===== src/rtl/lvds_panel_sequencer.sv =====
// LVDS panel power sequencer: orders VDD, LVDS and backlight enables on power-up/down
// and holds the panel in WAIT_LOCK until enough consecutive frames carry active video.
module lvds_panel_sequencer #(
    parameter int T_VDD_TO_LVDS = 500000,
    parameter int T_LVDS_TO_BL  = 2500000,
    parameter int T_BL_TO_LVDS  = 2500000,
    parameter int T_LVDS_TO_VDD = 500000,
    parameter int T_VDD_OFF_MIN = 12500000,
    parameter int T_FRAME_MAX   = 1000000,
    parameter int LOCK_FRAMES   = 3
) (
    input  logic       pixelClock,
    input  logic       resetN,
    input  logic       panelOnReq,
    input  logic       vsync,
    input  logic       de,
    output logic       panelVddEn,
    output logic       lvdsEnable,
    output logic       backlightEn,
    output logic       panelReady,
    output logic       syncLost,
    output logic [2:0] seqState
);
    typedef enum logic [2:0] {
        OFF       = 3'd0,
        VDD_UP    = 3'd1,
        LVDS_UP   = 3'd2,
        WAIT_LOCK = 3'd3,
        ON        = 3'd4,
        BL_DOWN   = 3'd5,
        LVDS_DOWN = 3'd6,
        VDD_COOL  = 3'd7
    } seqState_e;

    localparam int MAX_A    = (T_VDD_TO_LVDS > T_LVDS_TO_BL) ? T_VDD_TO_LVDS : T_LVDS_TO_BL;
    localparam int MAX_B    = (T_BL_TO_LVDS > T_LVDS_TO_VDD) ? T_BL_TO_LVDS : T_LVDS_TO_VDD;
    localparam int MAX_C    = (MAX_A > MAX_B) ? MAX_A : MAX_B;
    localparam int T_MAX    = (MAX_C > T_VDD_OFF_MIN) ? MAX_C : T_VDD_OFF_MIN;
    localparam int TW       = (T_MAX < 1) ? 1 : $clog2(T_MAX + 1);
    localparam int WD_LIMIT = (T_FRAME_MAX < 1) ? 1 : T_FRAME_MAX;
    localparam int WW       = $clog2(WD_LIMIT + 1);

    // Dwell of N cycles: load N-1, leave the state on the cycle the timer reads zero.
    function automatic logic [TW-1:0] reloadFor(input int n);
        return (n < 1) ? '0 : TW'(n - 1);
    endfunction

    seqState_e     state, stateNext;
    logic [TW-1:0] timer, timerNext;
    logic [WW-1:0] wdog;
    logic [3:0]    frameCnt, frameCntNext;
    logic          vsyncPrev, deSeen;
    logic          vsyncEdge, expired, watching, timeout, frameValid, lockDone;

    assign vsyncEdge  = vsync & ~vsyncPrev;
    assign expired    = (timer == '0);
    assign watching   = (state == WAIT_LOCK) || (state == ON);
    assign timeout    = watching && !vsyncEdge && (wdog == WW'(WD_LIMIT - 1));
    assign frameValid = vsyncEdge && deSeen;
    assign lockDone   = (state == WAIT_LOCK) && frameValid && (frameCnt == 4'(LOCK_FRAMES - 1));
    assign seqState   = state;

    always_comb begin
        stateNext = state;
        case (state)
            OFF:       if (panelOnReq) stateNext = VDD_UP;
            VDD_UP:    if (!panelOnReq) stateNext = VDD_COOL;
                       else if (expired) stateNext = LVDS_UP;
            LVDS_UP:   if (!panelOnReq) stateNext = LVDS_DOWN;
                       else if (expired) stateNext = WAIT_LOCK;
            WAIT_LOCK: if (!panelOnReq) stateNext = LVDS_DOWN;
                       else if (lockDone) stateNext = ON;
            ON:        if (!panelOnReq || timeout) stateNext = BL_DOWN;
            BL_DOWN:   if (expired) stateNext = panelOnReq ? WAIT_LOCK : LVDS_DOWN;
            LVDS_DOWN: if (expired) stateNext = VDD_COOL;
            VDD_COOL:  if (expired) stateNext = OFF;
            default:   stateNext = OFF;
        endcase
    end

    always_comb begin
        timerNext = '0;
        if (stateNext != state) begin
            case (stateNext)
                VDD_UP:    timerNext = reloadFor(T_VDD_TO_LVDS);
                LVDS_UP:   timerNext = reloadFor(T_LVDS_TO_BL);
                BL_DOWN:   timerNext = reloadFor(T_BL_TO_LVDS);
                LVDS_DOWN: timerNext = reloadFor(T_LVDS_TO_VDD);
                VDD_COOL:  timerNext = reloadFor(T_VDD_OFF_MIN);
                default:   timerNext = '0;
            endcase
        end else if (!expired) begin
            timerNext = timer - TW'(1);
        end
    end

    // Lock progress only survives while staying in WAIT_LOCK without a watchdog hit.
    always_comb begin
        frameCntNext = '0;
        if (state == WAIT_LOCK && stateNext == WAIT_LOCK && !timeout) begin
            if (vsyncEdge) frameCntNext = frameValid ? frameCnt + 4'd1 : 4'd0;
            else           frameCntNext = frameCnt;
        end
    end

    always_ff @(posedge pixelClock or negedge resetN) begin
        if (!resetN) begin
            state       <= OFF;
            timer       <= '0;
            wdog        <= '0;
            frameCnt    <= '0;
            vsyncPrev   <= 1'b0;
            deSeen      <= 1'b0;
            syncLost    <= 1'b0;
            panelVddEn  <= 1'b0;
            lvdsEnable  <= 1'b0;
            backlightEn <= 1'b0;
            panelReady  <= 1'b0;
        end else begin
            state     <= stateNext;
            timer     <= timerNext;
            frameCnt  <= frameCntNext;
            vsyncPrev <= vsync;
            deSeen    <= vsyncEdge ? 1'b0 : (deSeen | de);
            if ((stateNext == WAIT_LOCK && state != WAIT_LOCK) || !watching || vsyncEdge || timeout)
                wdog <= '0;
            else
                wdog <= wdog + WW'(1);
            if (timeout)
                syncLost <= 1'b1;
            else if ((stateNext == ON && state != ON) || stateNext == OFF)
                syncLost <= 1'b0;
            panelVddEn  <= (stateNext != OFF) && (stateNext != VDD_COOL);
            lvdsEnable  <= (stateNext == LVDS_UP) || (stateNext == WAIT_LOCK) ||
                           (stateNext == ON) || (stateNext == BL_DOWN);
            backlightEn <= (stateNext == ON);
            panelReady  <= (stateNext == ON);
        end
    end
endmodule


===== config.mk =====
export PLATFORM = sky130hd
export DESIGN_NAME = lvds_panel_sequencer
export DESIGN_NICKNAME = d
export VERILOG_FILES = /design/src/rtl/lvds_panel_sequencer.sv
export SDC_FILE = /design/constraint.sdc
export NUM_CORES = 1
export LEC_CHECK = 0
export CELL_PAD_IN_SITES_DETAIL_PLACEMENT = 1
export CELL_PAD_IN_SITES_GLOBAL_PLACEMENT = 1
export CORE_MARGIN = 1.5
export CORE_UTILIZATION = 49
export CTS_BUF_LIST = sky130_fd_sc_hd__clkbuf_4
export DETAILED_ROUTE_END_ITERATION = 8
export GPL_TIMING_DRIVEN = 0
export PLACE_DENSITY = 0.81
export RECOVER_POWER = 25
export SLEW_MARGIN = 10
export SYNTH_ARGS = -nofsm -noshare
export SYNTH_HDL_FRONTEND = slang
export SYNTH_SLANG_ARGS = --single-unit

===== constraint.sdc =====
create_clock -name pixelClock -period 3.1 [get_ports pixelClock]
set_clock_uncertainty 0.2 [all_clocks]
set_input_delay 0.31 -clock pixelClock [delete_from_list [all_inputs] [get_ports pixelClock]]
set_output_delay 0.31 -clock pixelClock [all_outputs]
set_load 0.01 [all_outputs]

==> run summary <==
Status - completed
# fillers - 745
Final min period - 2950 ps
Max Cap Violations - 0
Yosys warnings - 0
GPL Wtd Cong - 0.856
Die ar. - 7000 µm²
Hold WS - 230 ps
Post-Place Cells - 426
Initial antenna violation count - 0
Vias - 2,665
Hold Crit Class - in -> reg
Vias in the first global route - 2,766
Initial Util - 50.5%
Crit path arrival time - 3060 ps
Reg clk slew, reported paths - 100 ps
Pins Over Slew Limit - 0
Largest net degree at the start of global routing - 58
Crit path capture type - flip-flop
FF-to-FF Start - timer[10]
Reg2Reg Capture Point - timer[10]
Share of layout cells above drive strength 1 - 12.0%
First-pass GRT wire length - 13,700 µm
Setup slack, reg-to-reg - 150 ps
Static leakage - 1.45 nW
DRC violations left - 0
P per Cell Area - 690 nW/µm²
CTS tree - done
Fmax - 339 MHz
Reg2Reg Depth - 8
Pre-CTS WS - -165 ps
Num rows - 29
Register bit count reported by yosys - 57
# IOs - 13
Part of the Yosys area used for sequential elements - 44.8%
Post-synth ARST share - 100%
Clock Tree Buf Depth - 2
Ys flop type - dfrtp_1
TritonCTS Buffers - 9
Worst EP required - 3210 ps
Final Hold Viols - 0
IO Port Bufs - 12
Routed length per instance - 17.8 µm
Vias/cell - 5.99
Antenna Violating Nets Remaining - 0
Non-Filler Instances - 445
CTS Sinks - 57
Total grt overflow - 0
Final worst setup slack - 150 ps
Synth unique cells - 53
Total Wirelength - 7940 µm
Syn nets - 346
CP Launch Type - flip-flop
Rel. slew slack - 3.27%
Crit path kind - reg -> reg
GRT Overall Usage - 24.8%
Horiz. Die Dim - 83.6 µm
Post-DP HPWL - 5560 µm
Post-synth EDFFs - 0
CTS Root Cell - clkbuf_4
Drt pass-1 iters - 4
Number of DRC markers in iteration 0 - 196
Core Util, Final - 57.2%
CTS H-tree lvls - 3
Fin crit share - 95.1%
Setup violators final - 0
Die Ht - 83.6 µm
Nets@finish - 372
Mapped Cells - 337
Crit path max fanout - 8
Worst slew pin tran - 1450 ps
Synthesized area - 3190 µm²
VDD IR-drop max - 448 µV
# diodes - 0
Total core area - 6310 µm²
Latest clock arrival within the worst-skew pair - 430 ps
Storage cell area - 1430 µm²
Multi-input logic area - 1700 µm²
Syn-to-layout area delta - 13.2%
Synth Area per Inst - 9.46 µm²
End of the critical path - timer[10]
Critical path origin - timer[10]
-- metal layers --
| metal | global-route usage, % | routed length, µm | vias up |
|---|---|---|---|
| li1 | - | - | 1259 |
| met1 | 33.2 | 3600 | 1352 |
| met2 | 40.4 | 3950 | 46 |
| met3 | 5.14 | 286 | 8 |
| met4 | 8.35 | 102 | 0 |
| met5 | 0 | 0 | - |
-- final cells by class --
class | count | share of cell area [%]
clock buffers | 9 | 1.87
inverters | 6 | 0.624
well taps | 77 | 2.67
multi-input cells | 259 | 47.1
clock inverters | 7 | 2.36
flip-flops and latches | 57 | 39.5
plain buffers | 15 | 2.01
repair buffers | 15 | 3.88
-- synthesized netlist by cell type, types with 6 or more instances --
master / number / area (µm²)
a21oi_1: 13 / 65.1
and3_1: 7 / 43.8
clkbuf_1: 8 / 30.0
dfrtp_1: 57 / 1430
inv_1: 6 / 22.5
nand2_1: 21 / 78.8
nand3_1: 18 / 90.1
nor2_1: 51 / 191
nor3_1: 8 / 40.0
nor4_1: 6 / 37.5
o21ai_0: 9 / 45.0
o22ai_1: 12 / 75.1
or3_1: 6 / 37.5
xnor2_1: 18 / 158
xor2_1: 18 / 158
-- worst min path at each step --
stage               depth (start not counted)  startpoint   endpoint  slack, ps
finish                                      3          de     deSeen        230
detailed placement                          1      resetN  timer[20]        220
global route                                3          de     deSeen        240
global placement                            1     wdog[0]    wdog[0]        290
CTS                                         1       vsync  vsyncPrev        160
floorplan                                   0      resetN     deSeen       -190
-- cells in the final DEF, fill, tap and decap left out, types with 5 or more instances in the layout --
| cell | n |
|---|---|
| a21oi_1 | 12 |
| a31oi_1 | 5 |
| and3_1 | 7 |
| buf_4 | 5 |
| clkbuf_1 | 8 |
| clkbuf_4 | 9 |
| clkdlybuf4s50_1 | 10 |
| dfrtp_1 | 57 |
| inv_1 | 6 |
| nand2_1 | 21 |
| nand3_1 | 18 |
| nand3b_1 | 5 |
| nor2_1 | 51 |
| nor3_1 | 7 |
| nor4_1 | 6 |
| o21ai_0 | 9 |
| o22ai_1 | 12 |
| or3_1 | 6 |
| xnor2_1 | 18 |
| xor2_1 | 18 |
-- critical path, cell delays in order (launching register included) --
cell and delay (ps):
dfrtp_1 460, nor4_2 490, and4_1 290, buf_4 170, a21oi_1 180, a211o_1 400
a21boi_2 220, a31oi_1 310, o22ai_1 120
-- through the flow --
stage               instance area (µm²)  setup TNS [ps]  total power [W]
floorplan                          3190               0          0.00162
global placement                   3400          -14790          0.00181
detailed placement                 3400           -1080          0.00185
CTS                                3570               0          0.00248
global route                       3610           -9.34          0.00266
finish                             3610               0          0.00249
-- registers in the layout, indices dropped and copies added, names as in the netlist --
register and cells:
deSeen 1, vsyncPrev 1, wdog 20, syncLost 1, timer 24, lvdsEnable 1
seqState 3, panelVddEn 1, frameCnt 4, panelReady 1
-- repair_timing --
item,in CTS,in global routing
hold endpoints to repair,57,0
hold buffers,1,0
resized for setup,1,5
endpoints found under the setup margin,19,26
setup buffers,0,2
-- cells by family (layout without fill, tap and decap cells) --
| kind of cell | after synthesis | count (layout) | synth area share [%] |
|---|---|---|---|
| adder cells (fa/ha/maj) | 4 | 4 | 1.57 |
| flip-flops | 57 | 57 | 44.8 |
| XOR/XNOR | 36 | 36 | 9.89 |
| multiplexers | 3 | 3 | 1.37 |
| AND/OR/NAND/NOR | 151 | 151 | 25.4 |
| buffers and inverters | 21 | 52 | 2.98 |
| AO/OA/AOI/OAI | 65 | 65 | 14.1 |
-- power breakdown --
| part | total (W) | internal (W) | switching, W |
|---|---|---|---|
| clock network | 0.000608 | 0.000318 | 0.000289 |
| logic | 0.000784 | 0.000361 | 0.000423 |
| registers | 0.00110 | 0.000905 | 0.000194 |
| total | 0.00249 | 0.00158 | 0.000906 |
Note: power is estimated with default switching activity, not from simulation.
